**src/rtl/regfile_pkg.sv**
```systemverilog
// Shared constants and helpers for the scoreboarded register file.
package regfile_pkg;

   localparam int XLEN_D   = 32;
   localparam int NREG_D   = 32;
   localparam int REG_ZERO = 0;

   // Address width for a register count; a single register still needs one bit.
   function automatic int aw_of(input int nreg);
      return (nreg > 1) ? $clog2(nreg) : 1;
   endfunction

endpackage

```
**src/rtl/regfile_bypass_mux.sv**
```systemverilog
// Per-read-port selection between stored state and in-flight writebacks,
// with the hardwired-zero override applied last.
module regfile_bypass_mux
   import regfile_pkg::*;
#(
   parameter int XLEN     = XLEN_D,
   parameter int AW       = aw_of(NREG_D),
   parameter bit BYPASS   = 1'b1,
   parameter bit ZERO_REG = 1'b1
) (
   input  logic [AW-1:0]   rd_addr,
   input  logic [XLEN-1:0] mem_data,
   input  logic            mem_busy,
   input  logic            w0_en,
   input  logic [AW-1:0]   w0_addr,
   input  logic [XLEN-1:0] w0_data,
   input  logic            w1_en,
   input  logic [AW-1:0]   w1_addr,
   input  logic [XLEN-1:0] w1_data,
   input  logic            iss_en,
   input  logic [AW-1:0]   iss_addr,
   output logic [XLEN-1:0] rd_data,
   output logic            rd_busy
);

   // Port 1 outranks port 0 so the bypassed value matches what the edge stores;
   // busy shows the post-edge value, where a same-cycle issue re-marks it.
   always_comb begin
      rd_data = mem_data;
      rd_busy = mem_busy;
      if (BYPASS) begin
         if (w1_en && (w1_addr == rd_addr)) begin
            rd_data = w1_data;
            rd_busy = iss_en && (iss_addr == rd_addr);
         end else if (w0_en && (w0_addr == rd_addr)) begin
            rd_data = w0_data;
            rd_busy = iss_en && (iss_addr == rd_addr);
         end
      end
      if (ZERO_REG && (rd_addr == AW'(REG_ZERO))) begin
         rd_data = '0;
         rd_busy = 1'b0;
      end
   end

endmodule

```
**src/rtl/regfile_sb.sv**
```systemverilog
// Multi-read, dual-writeback register file with a per-register busy scoreboard.
module regfile_sb
   import regfile_pkg::*;
#(
   parameter int  XLEN     = XLEN_D,
   parameter int  NREG     = NREG_D,
   parameter int  NRD      = 2,
   parameter bit  BYPASS   = 1'b1,
   parameter bit  ZERO_REG = 1'b1,
   localparam int AW       = aw_of(NREG)
) (
   input  logic                clk,
   input  logic                clr,
   input  logic [NRD*AW-1:0]   rd_addr,
   output logic [NRD*XLEN-1:0] rd_data,
   output logic [NRD-1:0]      rd_busy,
   input  logic                w0_en,
   input  logic [AW-1:0]       w0_addr,
   input  logic [XLEN-1:0]     w0_data,
   input  logic                w1_en,
   input  logic [AW-1:0]       w1_addr,
   input  logic [XLEN-1:0]     w1_data,
   input  logic                iss_en,
   input  logic [AW-1:0]       iss_addr,
   output logic                busy_any
);

   logic [XLEN-1:0] mem_q [NREG];
   logic [XLEN-1:0] mem_d [NREG];
   logic [NREG-1:0] busy_q;
   logic [NREG-1:0] busy_d;

   // Enables are dead while clr is high so the bypass path also reads zero.
   logic w0_live, w1_live, iss_live;
   logic w0_eff, w1_eff, iss_eff;

   // Qualify enables with reset and drop anything aimed at the zero register.
   always_comb begin
      w0_live  = w0_en  && !clr;
      w1_live  = w1_en  && !clr;
      iss_live = iss_en && !clr;
      w0_eff   = w0_live  && !(ZERO_REG && (w0_addr  == AW'(REG_ZERO)));
      w1_eff   = w1_live  && !(ZERO_REG && (w1_addr  == AW'(REG_ZERO)));
      iss_eff  = iss_live && !(ZERO_REG && (iss_addr == AW'(REG_ZERO)));
   end

   // Next state: port 0, then port 1 (wins a collision), then issue (wins over clear).
   always_comb begin
      mem_d  = mem_q;
      busy_d = busy_q;
      if (w0_eff) begin
         mem_d[w0_addr]  = w0_data;
         busy_d[w0_addr] = 1'b0;
      end
      if (w1_eff) begin
         mem_d[w1_addr]  = w1_data;
         busy_d[w1_addr] = 1'b0;
      end
      if (iss_eff) begin
         busy_d[iss_addr] = 1'b1;
      end
   end

   // Storage and scoreboard flops; clr wipes everything without waiting for a clock.
   always_ff @(posedge clk or posedge clr) begin
      if (clr) begin
         for (int i = 0; i < NREG; i++) begin
            mem_q[i] <= '0;
         end
         busy_q <= '0;
      end else begin
         mem_q  <= mem_d;
         busy_q <= busy_d;
      end
   end

   assign busy_any = |busy_q;

   for (genvar gi = 0; gi < NRD; gi++) begin : g_rd
      logic [AW-1:0] addr;
      assign addr = rd_addr[gi*AW +: AW];

      regfile_bypass_mux #(
         .XLEN     (XLEN),
         .AW       (AW),
         .BYPASS   (BYPASS),
         .ZERO_REG (ZERO_REG)
      ) u_mux (
         .rd_addr  (addr),
         .mem_data (mem_q[addr]),
         .mem_busy (busy_q[addr]),
         .w0_en    (w0_live),
         .w0_addr  (w0_addr),
         .w0_data  (w0_data),
         .w1_en    (w1_live),
         .w1_addr  (w1_addr),
         .w1_data  (w1_data),
         .iss_en   (iss_live),
         .iss_addr (iss_addr),
         .rd_data  (rd_data[gi*XLEN +: XLEN]),
         .rd_busy  (rd_busy[gi])
      );
   end

endmodule

```
**config.mk**
```make
export PLATFORM = sky130hd
export DESIGN_NAME = regfile_sb
export DESIGN_NICKNAME = d
export VERILOG_FILES = /design/src/rtl/regfile_pkg.sv /design/src/rtl/regfile_bypass_mux.sv /design/src/rtl/regfile_sb.sv
export SDC_FILE = /design/constraint.sdc
export NUM_CORES = 2
export LEC_CHECK = 0
export CAP_MARGIN = 10
export CORE_ASPECT_RATIO = 1.5
export CORE_MARGIN = 2
export CORE_UTILIZATION = 50
export CTS_CLUSTER_SIZE = 8
export DETAILED_ROUTE_END_ITERATION = 8
export HOLD_SLACK_MARGIN = 0.1
export PLACE_DENSITY = 0.67
export SLEW_MARGIN = 30
export SYNTH_ARGS = -nofsm -noshare
export SYNTH_HDL_FRONTEND = slang
export SYNTH_SLANG_ARGS = --single-unit
```
**constraint.sdc**
```tcl
create_clock -name clk -period 65.8 [get_ports clk]
set_clock_uncertainty 0.1 [all_clocks]
set_input_delay 13.16 -clock clk [delete_from_list [all_inputs] [get_ports clk]]
set_output_delay 13.16 -clock clk [all_outputs]
set_load 0.02 [all_outputs]
```
# Word-level counts from Yosys, hierarchy flattened
# Cells that the tools add are included.
[totals]
ff_bits = 1056
output_inout_bits = 67
elab_cells = 128
[op_classes]
n_lt_le_gt_ge = 14
n_eq_ne = 6
muxes = 39
n_bitwise = 9
reduce_logical = 27
[op_table]
columns = ["operator", "count"]
rows = [
  ["1024-bit bitwise mux", 2],
  ["1024-bit two-way mux", 2],
  ["32-bit two-way mux", 15],
  ["32-bit binary-select mux with 5-bit select", 2],
  ["32-bit demux with 5-bit select", 2],
  ["32-bit AND", 2],
  ["32-bit NOT", 2],
  ["32-bit OR", 1],
  ["32-bit OR reduction", 1],
  ["5-bit equality test", 6],
  ["5-bit by 6-bit < comparator with 1-bit output, second input constant", 5],
  ["5-bit logical NOT", 5],
  ["6-bit >= comparator, second input constant", 4],
  ["5-bit NOT with 6-bit output", 4],
  ["1-bit logical AND", 17],
  ["1-bit demux with 5-bit select", 3],
  ["5-bit by 1-bit >= comparator with 1-bit output, second input constant", 3],
  ["6-bit by 1-bit < comparator with 1-bit output, second input constant", 2],
  ["1-bit two-way mux", 11],
  ["1-bit binary-select mux with 5-bit select", 2],
  ["1-bit logical NOT", 4],
]

# Longest topological paths before layout
[depth]
word_depth = 11
mapped_depth = 11
mapped_depth_nobuf = 6

# Cells and area by module
# A second synthesis with hierarchy kept.
[unflattened]
cells_unflattened = 7505
hier_area_um2 = 68495.7
[modules_own_cells]
columns = ["mod", "instances", "cells_each", "area_each_um2", "seq_area_each_um2"]
rows = [
  ["regfile_sb", 1, 7161, 66724.0, 26425.3],
  ["regfile_bypass_mux", 2, 172, 885.8, 0.0],
]

# Worst setup path after synthesis
# No wires, ideal clock.
[synth_timing]
kind = "input port to output port"
startpoint = "input port rd_addr[6]"
endpoint = "output port rd_busy[1]"
arrival_time_ns = 15.108
setup_slack_ns = 37.432
stages = 8
path_buffers = 4
path_cell_list = "buf_2 clkbuf_1 clkbuf_1 mux4_2 mux4_2 a22oi_1 o21ai_1 buf_4"
[synth_via]
elab_chain_len = 5
[synth_lines]
columns = ["element", "line_no", "rtl"]
rows = [
  ["from (decl)", "regfile_sb.sv:14", "input logic [NRD*AW-1:0] rd_addr,"],
  ["1-bit binary-select mux with 5-bit select, or another cell as far along", "regfile_sb.sv:91", ".mem_busy (busy_q[addr]),"],
  ["1-bit two-way mux (not written as such), or another cell as far along", "regfile_sb.sv:91", ""],
  ["1-bit two-way mux", "regfile_bypass_mux.sv:35", "end else if (w0_en && (w0_addr == rd_addr)) begin"],
  ["1-bit two-way mux", "regfile_bypass_mux.sv:32", "if (w1_en && (w1_addr == rd_addr)) begin"],
  ["1-bit two-way mux *", "regfile_bypass_mux.sv:40", "if (ZERO_REG && (rd_addr == AW'(REG_ZERO))) begin"],
  ["to (decl)", "regfile_sb.sv:16", "output logic [NRD-1:0] rd_busy,"],
]
# Every way passes the cells marked *; elsewhere a longest branch is shown, timed or not. The select of a mux whose other input is x is not followed.

# Worst setup path after layout
[layout_timing]
startpoint = "input port rd_addr[0]"
endpoint = "output port rd_data[16]"
[layout_via]
elab_chain_len = 7
[layout_lines]
columns = ["element", "line_no", "rtl"]
rows = [
  ["5-bit NOT with 6-bit output (not written as such)", "regfile_sb.sv:90", ".mem_data (mem_q[addr]),"],
  ["32-bit binary-select mux with 5-bit select", "regfile_sb.sv:90", ""],
  ["32-bit two-way mux (not written as such) (2 in a row)", "regfile_sb.sv:90", ""],
  ["32-bit two-way mux", "regfile_bypass_mux.sv:35", ""],
  ["32-bit two-way mux", "regfile_bypass_mux.sv:32", ""],
  ["32-bit two-way mux *", "regfile_bypass_mux.sv:40", ""],
  ["to (decl)", "regfile_sb.sv:15", "output logic [NRD*XLEN-1:0] rd_data,"],
]
# Marks and branches as above.

==> run summary <==
In the routed design, unresolved DRC markers number 0. The cell family contributing the most delay on the critical path is buffers and inverters. By area the synthesized netlist is led by dfrtp_1 (39%), mux4_2 (17%), mux2i_1 (15%), a21oi_1 (4.9%), nor2_1 (4.4%). The clock sink count is roughly 1100.

The multiplexer share of the synthesized area came out at between 30% and 40%. The via count of the first global-routing pass is 57100. The setup total negative slack came out at 0 ps. Of all nets on the critical path, the largest fanout is 66. From bottom edge to top edge, the die measures 453 um. Dividing total power by cell area gives a power density of about 30 nW/um2. By area, the combinational part of the netlist is dominated by multiplexers. In this run, CTS created clock tree buffers numbering ~150. Based on the critical path, the design can be clocked at up to 31.7 MHz. Counting stages on the worst path, the most repeated cell is buf_4.

The worst relative slew slack came out at 22.0%. The congestion estimate from routability-driven global placement came to just under 1. The data required time of the critical path came out at between 50000 and 60000 ps.

Counting both buffers and inverters, the worst setup path holds a total of 5. Row generation in the floorplan step produced 164 rows. Of all cell types, the one taking the most synthesized area is dfrtp_1. The total grt overflow came out at 0. Dividing the detail-routed via count by the number of cells gives 7.34.

In the synthesized netlist the async set-or-reset flop fraction comes to 100%. The tightest min-delay check is of the flop to flop type. The most used flip-flop cell after synthesis is dfrtp_1. After detailed routing, the total wire length is 291 mm. The first global-routing pass estimated 414 mm of wire. The data arrival time at the worst-slack endpoint is approximately 18000 ps. The HPWL after detailed placement is roughly 160 mm. The worst hold path passes through 0 cells. The number of resized instances in the post-cts repair step is 0.

The area of the placeable core came out at 133000 um2. In this run the post-CTS setup repair buffer count came out at 0. The logic depth of the worst path, buffers included came out at 10. The detailed-routing iteration count for the pre-antenna-repair pass came out at 9. The fraction of the yosys area taken by sequential cells is 39.3%.

The post-synthesis adder-cell area fraction is 0%. The latest clock arrival within the worst-skew pair is slightly above 800 ps. Among all stages on the critical path, the largest delay is contributed by a21oi_2. The final clock period utilization by the worst path is 48.0%.

The worst-margin pin slew is 1170 ps. In this run the horizontal extent of the chip is 303 um. The largest incremental delay on the critical path came out at 890 ps. Of the post-synthesis cell area, the dominant cell type holds about two fifths.

The mean instance size in the synthesized netlist came out at about 10 um2. The global router's overall resource usage came out at 42.2%. The Yosys step of the flow raised 0 warnings. The synthesized area came out at 67300 um2.

The clock transition at the registers of the reported paths came out at 50 ps. The net count reported at finish is 6406. The clock period minus worst slack is 31570 ps. The final route contains 59300 vias. The share of cells above drive strength 1 came out at 15.5%. TritonCTS built the clock tree. The number of buffers added on ports came out at 160. The deepest clock path buffer count came out at 3. The total instance count after detailed placement came out at a little under 8000.

The compound-gate portion of the synthesized area is between 10% and 20%. VDD sags by at most roughly 0.000028 V. The type of element launching the critical path is an input pin.

The maximum number of pins on one net before global-route repair came out at 181. For this run, the number of standard cells in the final layout without fillers is 8080. The tree is rooted in a clkbuf_16.

The number of pins exceeding their max-slew limit in the final report is 0. The per-cell routed wire length came out at 36.1 um. The number of synthesized flops with an enable pin is 0. The xor and xnor area share after synthesis is less than 1%.

The synthesis-stage register bit count came out at 1056. The signed area change from the synthesized netlist to the final layout came out at 9.45%. The flow ran to the end, and the final reports show no timing, DRC or antenna violations. The critical path is of the input pin to output pin type. Setup violations remaining at the end of the flow were counted as 0.

During I/O placement, the number of pins put on the boundary was 161. The gate count of the mapped netlist came out at 6649. The detail route stage leaves a number of antenna-violating nets equal to 0. The max-capacitance violation count is 0. The number of hold buffers added after CTS was 0. The post-synthesis cell type count came out at 61. The number of failing hold endpoints at the final stage came to 0. For the worst flop-to-flop path, the logic depth is 2. In this run, the number of DRC markers left after iteration 0 of detailed routing was between 9000 and 10000. Setup repair after global routing left no endpoint under its margin. The leakage power of the design came out at 31.5 nW.

The deepest level of the CTS H-tree came out at 4. The initial standard-cell utilization of the core is 50.4%. Walking the worst path, the cells encountered are buf_8, buf_4, xor2_1, nor3_1, a21oi_2, buf_4, nand3_1, inv_1, a221o_1, clkdlybuf4s50_1. The number of nets handed over by synthesis was 6743. Of the total synthesized cell area, the portion taken by AND, OR, NAND and NOR gates is 10.2%. The die covers 138000 um2.

The nature of the critical path endpoint is an output pin. The number of antenna violations at the first check in global routing is 23.
Yosys cell counts (all sizes together) (9+ instances only):
cell type     n
dfrtp      1056
mux2i       978
nor2        787
nand2       740
a21oi       656
clkbuf      555
mux4        502
o21ai       451
buf         290
a31oi       138
a221oi       82
a22oi        81
nor3         39
a211oi       33
nand3        27
and2         23
a32o         21
xor2         19
nand2b       18
a221o        17
nor2b        16
a32oi        15
nor4         15
o211ai       13
xnor2         9
cells by family (layout without fill, tap and decap cells):
family	Yosys count	count (layout)
buffers and inverters	855	530
muxes	1484	1484
DFF	1056	1056
xor gates and xnor gates	28	28
and+or+nand+nor	1705	1705
AOI/OAI and AO/OA	1521	1521
other	0	13
final timing paths:
kind	start	end	slack [ps]
setup / recovery	rd_addr[0]	rd_data[16]	34230
hold / removal	mem_q[1021]	mem_q[1021]	290
setup reg to reg	mem_q[692]	mem_q[692]	64820
hold reg to reg	mem_q[1021]	mem_q[1021]	290
max in group asynchronous	clr	mem_q[450]	49760
min in group asynchronous	clr	busy_q[27]	12880
flip-flops by register name, summed over array words and instances, names as in the netlist:
signal,cells
mem_q,1024
busy_q,32
layout make-up:
class,instances,area (um2)
clock buffers,153,3830
diodes,13,32.5
flip-flops and latches,1056,26400
clock inverters,10,114
multi-input cells,4738,37700
fillers,11200,59800
well taps,1743,2180
inverters,10,52.6
repair buffers,357,3340
cells in the final DEF, fill, tap and decap left out, drive strengths merged, types with 21 or more instances in the layout:
cell,Yosys,layout
a211oi,33,33
a221oi,82,82
clkdlybuf4s50,0,151
dfrtp,1056,1056
a22oi,81,81
a21oi,656,656
mux4,502,502
nand3,27,27
o21ai,451,451
nand2,740,740
buf,290,205
nor3,39,39
clkbuf,555,154
and2,23,23
mux2i,978,978
a32o,21,21
a31oi,138,138
nor2,787,787
through the flow:
stage               power [W]  cell area [um2]  util, %  setup WS, ps  hold slack, ps
CTS                   0.00218            73400     55.0         34660             296
finish                0.00221            73600     55.2         34230             293
detailed placement    0.00148            69500     52.1         34680             283
floorplan             0.00131            67300        -         22820             341
global route          0.00228            73600     55.2         34350             304
global placement      0.00146            69200     51.9         34770             276
power breakdown:
group / internal, W / switching [W]
logic: 0.000288 / 0.000277
registers: 0.000806 / 0.000128
clock network: 0.000408 / 0.000300
per-layer routing:
metal  share of wire, %  up-vias  global-route usage [%]
li1                   -    23400                       -
met4                9.8       24                    32.9
met5               0.10        -                    1.10
met1                 33    28700                    52.1
met2                 41     5526                    58.2
met3                 16     1682                    17.5
Note: power is estimated with default switching activity, not from simulation.
